### config.mk
export PLATFORM = sky130hd
export DESIGN_NAME = demux4_buf
export DESIGN_NICKNAME = d
export VERILOG_FILES = /design/src/rtl/demux4_buf.sv
export SDC_FILE = /design/constraint.sdc
export NUM_CORES = 1
export LEC_CHECK = 0
export BUFFER_PORTS_ARGS = -buffer_cell sky130_fd_sc_hd__buf_2
export CORE_MARGIN = 4
export CORE_UTILIZATION = 50
export CTS_CLUSTER_SIZE = 20
export DETAILED_ROUTE_END_ITERATION = 6
export PLACE_DENSITY = 0.81
export REMOVE_ABC_BUFFERS = 1
export SKIP_LAST_GASP = 1
export SLEW_MARGIN = 5
export SYNTH_ARGS = -nofsm -noshare
export SYNTH_HDL_FRONTEND = slang
export SYNTH_SLANG_ARGS = --single-unit
### constraint.sdc
create_clock -name clk -period 3.8 [get_ports clk]
set_input_delay 0.19 -clock clk [delete_from_list [all_inputs] [get_ports clk]]
set_output_delay 0.19 -clock clk [all_outputs]
set_load 0.005 [all_outputs]
### src/rtl/demux4_buf.sv
// demux4_buf: 1-to-4 registered demultiplexer with a one-entry holding register per channel
//   clk, rst                    clock, asynchronous active-high reset
//   in_valid/in_ready/in_data   single producer handshake, word steered by in_sel (0..3)
//   out_valid/out_ready         per-channel handshake, bit k for channel k
//   out_data                    channel k at [k*WIDTH +: WIDTH]
//   DEMUX4_BUF_COUNT_EN         adds cnt_sel/cnt_val per-channel 8-bit delivered-word counters
module demux4_buf #(
  parameter int WIDTH = 8
) (
  input  logic               clk,
  input  logic               rst,
  input  logic               in_valid,
  output logic               in_ready,
  input  logic [WIDTH-1:0]   in_data,
  input  logic [1:0]         in_sel,
  output logic [3:0]         out_valid,
  input  logic [3:0]         out_ready,
  output logic [4*WIDTH-1:0] out_data
`ifdef DEMUX4_BUF_COUNT_EN
  ,
  input  logic [1:0]         cnt_sel,
  output logic [7:0]         cnt_val
`endif
);
  logic [3:0] acc, drn, nxt;
  // a channel can take a word when empty or emptying this cycle
  assign in_ready = ~rst & (~out_valid[in_sel] | out_ready[in_sel]);
  always_comb begin
    acc = '0;
    drn = '0;
    nxt = '0;
    for (int k = 0; k < 4; k++) begin
      acc[k] = in_valid & in_ready & (in_sel == 2'(k));
      drn[k] = out_valid[k] & out_ready[k];
      nxt[k] = acc[k] | (out_valid[k] & ~drn[k]);
    end
  end
  always_ff @(posedge clk or posedge rst) begin
    if (rst) begin
      out_valid <= '0;
      out_data  <= '0;
    end else begin
      out_valid <= nxt;
      for (int k = 0; k < 4; k++)
        if (acc[k]) out_data[k*WIDTH +: WIDTH] <= in_data;
    end
  end
`ifdef DEMUX4_BUF_COUNT_EN
  logic [7:0] cnt [4];
  always_ff @(posedge clk or posedge rst) begin
    if (rst) begin
      for (int k = 0; k < 4; k++) cnt[k] <= '0;
    end else begin
      for (int k = 0; k < 4; k++)
        if (drn[k]) cnt[k] <= cnt[k] + 8'd1;
    end
  end
  assign cnt_val = cnt[cnt_sel];
`endif
endmodule

==> results of run 1 <==
[worst max-delay path, cell delays in order]
cell           delay, ps
dlygate4sd3_1        520
buf_2                130
inv_1                 40
buf_4                380
o311ai_0             240
a21oi_1              150
buf_2                120
[repair_timing]
item	4_1_cts	5_1_grt
hold endpoints to repair	36	0
setup endpoints to repair	0	0
hold buffers	1	0
[cell families (layout without fill, tap and decap cells)]
family / count (synthesis) / in the layout / share of synthesized area (%)
AO/OA/AOI/OAI: 4 / 4 / 1.80
buffers and inverters: 3 / 64 / 1.54
AND/OR/NAND/NOR: 14 / 14 / 9.67
multiplexers: 33 / 33 / 25.3
flip-flops: 36 / 36 / 61.6
[worst paths after layout]
check / slack (ps) / start / endpoint
min: 130 / in_data[7] / out_data[7]$_DFFE_PP0P_
min in group asynchronous: 490 / rst / out_valid[0]$_DFF_PP0_
min reg2reg: 510 / out_data[18]$_DFFE_PP0P_ / out_data[18]$_DFFE_PP0P_
max: 1830 / rst / in_ready
max reg2reg: 2290 / out_valid[0]$_DFF_PP0_ / out_data[6]$_DFFE_PP0P_
max in group asynchronous: 2980 / rst / out_data[24]$_DFFE_PP0P_
[metal layers]
| metal | up-vias | global-route usage, % | part of all wire, % |
|---|---|---|---|
| met3 | 4 | 7.85 | 8.6 |
| met1 | 448 | 21.7 | 43 |
| met4 | 0 | 9.09 | 1.6 |
| met5 | - | 0 | 0 |
| li1 | 450 | - | - |
| met2 | 36 | 27.1 | 47 |
[report_power, final]
group	total, mW	internal (mW)	switching [mW]
sequential	0.499	0.461	0.0376
clock	0.297	0.175	0.122
combinational	0.205	0.122	0.0834
[per-stage QoR]
stage	instances	power, mW	setup WS, ps	instance area [sq um]	utilization, %
global route	182	1.07	1670	1860	66.8
global placement	173	0.705	2310	1750	63.1
floorplan	88	0.600	2160	1440	-
finish	182	1.00	1830	1860	66.8
detailed placement	173	0.717	2280	1750	63.1
CTS	182	1.02	1780	1860	66.8
[final cells by class]
class                   instances  area, sq um
multi-input cells              51          538
clock inverters                 1         30.0
flip-flops and latches         36          901
clock buffers                   7         65.1
well taps                      31         38.8
fillers                       210          922
repair buffers                 55          283
inverters                       1         3.75
[state kept, by name, summed over array words and instances, names as in the netlist]
register,cells
out_valid,4
out_data,32
[cell usage in the layout (no fill, tap or decap)]
| cell | instances |
|---|---|
| dlygate4sd3_1 | 1 |
| nand2b_4 | 1 |
| buf_4 | 1 |
| mux2_2 | 32 |
| nand4b_2 | 2 |
| a21oi_1 | 1 |
| o21ai_0 | 1 |
| nand4bb_1 | 1 |
| bufinv_16 | 1 |
| and2b_1 | 1 |
| o31ai_1 | 1 |
| dfrtp_1 | 36 |
| nor4b_4 | 1 |
| clkbuf_4 | 5 |
| inv_1 | 1 |
| nand2_1 | 3 |
| nand2b_1 | 4 |
| nor3b_4 | 1 |
| clkbuf_8 | 2 |
| mux2i_1 | 1 |
| o311ai_0 | 1 |
| buf_2 | 53 |
==> metrics, run 1 <==
post-synthesis cell type count 18; Die Ht between 60 and 70 microns; post-synth top area share 61.6%; clk_lat worst skew around 330 ps; Register-to-Register Path Depth 3; GRT Total Usage 17.9%; cell accounting for the most synthesized area dfrtp_1; final period utilization between 50% and 60%; Initial Utilization 52.5%; Syn Inst Count 90; io pins between 50 and 60; 1st-iter DRT viols 21; Hold Crit Depth 2; final hold vios 0; First-pass DRT Iterations 3; HP Class primary input to flop; top post-synthesis cells by count dfrtp_1, mux2_2, nand2b_1; PwrDens 538 nW/um^2; vias in the first global route about 1000; die area a little under 4000 sq um; Slew @ Worst Pin between 500 and 600 ps; largest vdd supply drop around 0.00041 V; post-layout min period between 1500 and 2000 ps; Worst setup SP type primary input; CTS resizes 0; dpl hpwl between 2000 and 2500 microns; Post-synth EDFFs 0; area of the core 2780 sq um; IO buf count 53; setup TNS 0 ps; Synth Area per Inst 16.2 sq um; Setup Skew between 7 and 8 ps; WL/cell 16.4 microns; Crit Path Category primary input to primary output; Final Slew Violations 0; most common cell in the synthesized netlist dfrtp_1; YS warnings 0; register area share after synthesis between 60% and 70%; Critical Path Fanout Max 37; CP endpoint kind primary output; CTS Sinks 36; Final setup viols 0; H-tree depth 2; post-CTS setup buffer count 0; die span in x approximately 62 microns; synth top area cells dfrtp_1, mux2_2, nand4b_2; Clock Tree Buf Depth 2; Routed Antenna Nets 0; FP Rows 19; Worst slew margin between 60% and 70%; largest net degree at the start of global routing 38; Arr. time, crit path between 1500 and 2000 ps; maximum clock rate 0.508 GHz; via count 938; status completed; clock-pin slew on the worst setup and hold paths ~110 ps; number of vias per cell 5.15; Post-synth ARST share between 90% and 100%; ys flop type dfrtp_1; Placer Congestion roughly 0.77; max_cap viols 0; Synth-to-Final Area Change 27.2%; Layout Nets about 170; share of cells above drive strength 1 65.6%; Hold Slack about 130 ps; ant diodes 0; DRC viols 0; total grt overflow 0; LEAKAGE roughly 0.93 nW; synthesized area 1460 sq um; Clk Tree Root Cell clkbuf_4; flops & latches, synth 36; TritonCTS buffer count 5; Worst Path Required ~3600 ps; first-pass GRT wire length about 4800 microns; RSZ-0062 raised after global routing no; antenna violations before repair 0; CTS tree built; Routed WL 2980 microns
(Power assumes the default switching activity.)
==> run 2: changes to the inputs <==
--- a/config.mk
+++ b/config.mk
@@ -7,10 +7,10 @@
 export LEC_CHECK = 0
 export BUFFER_PORTS_ARGS = -buffer_cell sky130_fd_sc_hd__buf_2
 export CORE_MARGIN = 4
-export CORE_UTILIZATION = 50
+export CORE_UTILIZATION = 48
 export CTS_CLUSTER_SIZE = 20
 export DETAILED_ROUTE_END_ITERATION = 6
-export PLACE_DENSITY = 0.81
+export PLACE_DENSITY = 0.78
 export REMOVE_ABC_BUFFERS = 1
 export SKIP_LAST_GASP = 1
 export SLEW_MARGIN = 5
==> constraint.sdc (replaced) <==
create_clock -name clk -period 1.9 [get_ports clk]
set_input_delay 0.095 -clock clk [delete_from_list [all_inputs] [get_ports clk]]
set_output_delay 0.095 -clock clk [all_outputs]
set_load 0.005 [all_outputs]
==> run 2 against run 1 <==
Via count rose by 2.8%. Routed wire length increased by 2.2%. Global-route usage is 1.5 points lower. Register-to-register slack got worse by 1900 ps. Non-clock buffer count rose by 1. Clock skew fell by 3.6 ps. Sequential cell count stayed put. Largest power group unchanged. First-iteration DRC count rose by 71%. Clock power grew 37%. Sequential power grew 100%. Cell count rose by 0.55%.
==> metrics, run 2 (synthesis gave the netlist of run 1 again) <==
number of vias per cell 5.27 (+2.2%); via count 964 (+2.8%); final period utilization 84.5%; Worst setup SP type primary input; io pins 54 (unchanged); reg2reg setup slack 370 ps (-1920 ps); Die Ht 63.2 microns (+1.8%); largest vdd supply drop 0.000593 V (+46%); Hold Crit Depth 2 (unchanged); ant diodes 0 (unchanged); post-layout min period around 1600 ps; die area 3990 sq um (+3.6%); DRC viols 0 (unchanged); CP endpoint kind flop; Clk Tree Root Cell clkbuf_4; Final Non-Filler Cells 183 (+0.55%); dpl hpwl 2280 microns (+5.3%); hold path start in_data[5]; Final setup viols 0 (unchanged); post-layout util 64.7% (-2.1 points); Inst Count DP 174 (+0.58%); Placer Congestion 0.805 (+4.5%); TritonCTS buffer count 5 (unchanged); Regs by FF count out_data x32, out_valid x4; die span in x 63.2 microns (+1.8%); post-CTS setup buffer count 0 (unchanged); Initial Utilization 51.7% (-0.88 points); final hold vios 0 (unchanged); Arr. time, crit path 1820 ps (+40 ps); antenna violations before repair 0 (unchanged); area of the core 2830 sq um (+1.7%); CTS Sinks 36 (unchanged); maximum clock rate between 0.6 and 0.7 GHz; Biggest register out_data; Worst Path Required 2110 ps (-1500 ps); Clock Tree Buf Depth 2 (unchanged); Worst slew margin 65.3% (+1.6 points); total grt overflow 0 (unchanged); vias in the first global route 1010 (+1.9%); Final Slew Violations 0 (unchanged); HP Class primary input to flop; Routed Antenna Nets 0 (unchanged); CTS tree built; dpl ws 383 ps (-1890 ps); PnR worst setup slack 294 ps (-1540 ps); Largest register FFs 32 (unchanged); clock-pin slew on the worst setup and hold paths 100 ps (about the same); WL/cell 16.6 microns (+1.6%); Critical Path Fanout Max 5 (-86%); Crit Path Category primary input to flop; Worst Hold Endpoint out_data[21]$_DFFE_PP0P_; Register-to-Register Path Depth 3 (unchanged); setup TNS 0 ps (unchanged); GRT Total Usage 16.4% (-1.5 points); IO buf count 53 (unchanged); Routed WL 3040 microns (+2.2%); Synth-to-Final Area Change 25.3%; Tot Pwr 1.82 mW (+82%); max_cap viols 0 (unchanged); largest net degree at the start of global routing 37 (-2.6%); commonest non-fill, non-tap cells in the layout buf_2, dfrtp_1, mux2_2, clkbuf_4, nand2b_1; clk_lat worst skew 320 ps (about the same); 1st-iter DRT viols 36 (+71%); r2r endpoint out_data[31]$_DFFE_PP0P_; Critical R2R Launch out_valid[3]$_DFF_PP0_; status completed; Slew @ Worst Pin 520 ps (-22.2 ps); FP Rows 19 (unchanged); first-pass GRT wire length 5030 microns (+5.8%); PwrDens 995 nW/um^2 (+85%); Layout Nets 168 (+0.60%); First-pass DRT Iterations 2 (-1); H-tree depth 2 (unchanged); commonest non-fill, non-tap cell in the layout buf_2; Setup Skew 3.85 ps (-3.64 ps); RSZ-0062 raised after global routing no; LEAKAGE 0.919 nW (-1.5%); share of cells above drive strength 1 64.5% (-1.1 points)
[run 2: layout make-up]
class	instances	area (sq um)
fill	226	998
sequential	36	901
multi-input combinational	51	538
timing repair buffer	56	290
clock buffer	8	58.8
tap	31	38.8
inverter	1	3.75
[run 2: layer usage]
layer	wire [microns]	part of all wire, %	GRT usage (%)	up-vias
li1	-	-	-	441
met1	1250	41	18.0	485
met2	1560	51	28.7	34
met3	206	6.8	6.39	4
met4	31	1.0	5.66	0
met5	0	0	0	-
[run 2: worst max path at each step]
| stage | from | end | slack, ps | cells past startpoint |
|---|---|---|---|---|
| 3_3_place_gp | out_valid[3]$_DFF_PP0_ | out_data[30]$_DFFE_PP0P_ | 430 | 3 |
| 5_1_grt | rst | out_data[25]$_DFFE_PP0P_ | 250 | 5 |
| 3_5_place_dp | out_valid[3]$_DFF_PP0_ | out_data[31]$_DFFE_PP0P_ | 380 | 3 |
| 4_1_cts | rst | out_data[3]$_DFFE_PP0P_ | 290 | 6 |
| 6_report | rst | out_data[3]$_DFFE_PP0P_ | 290 | 6 |
| 2_1_floorplan | rst | in_ready | 450 | 3 |
[run 2: power breakdown]
part	internal, mW	total [mW]	switching [mW]
Sequential	0.923	1.00	0.0795
Clock	0.183	0.407	0.224
Combinational	0.244	0.411	0.167
[run 2: metrics by stage]
| step | instance area [sq um] | hold WS [ps] |
|---|---|---|
| detailed placement | 1760 | 255 |
| CTS | 1830 | 29.3 |
| global route | 1830 | 15.7 |
| global placement | 1760 | 248 |
| finish | 1830 | 46.6 |
| floorplan | 1440 | 191 |
[run 2: worst max-delay path, cell delays in order]
cell and delay (ps):
dlygate4sd3_1 530, buf_2 130, nand2b_4 170, nor4b_4 350, buf_4 210, mux2_2 330
[run 2: what timing repair did]
action	CTS	global route
hold buffers	1	0
endpoints found under the hold margin	36	0
gates resized for setup	0	0
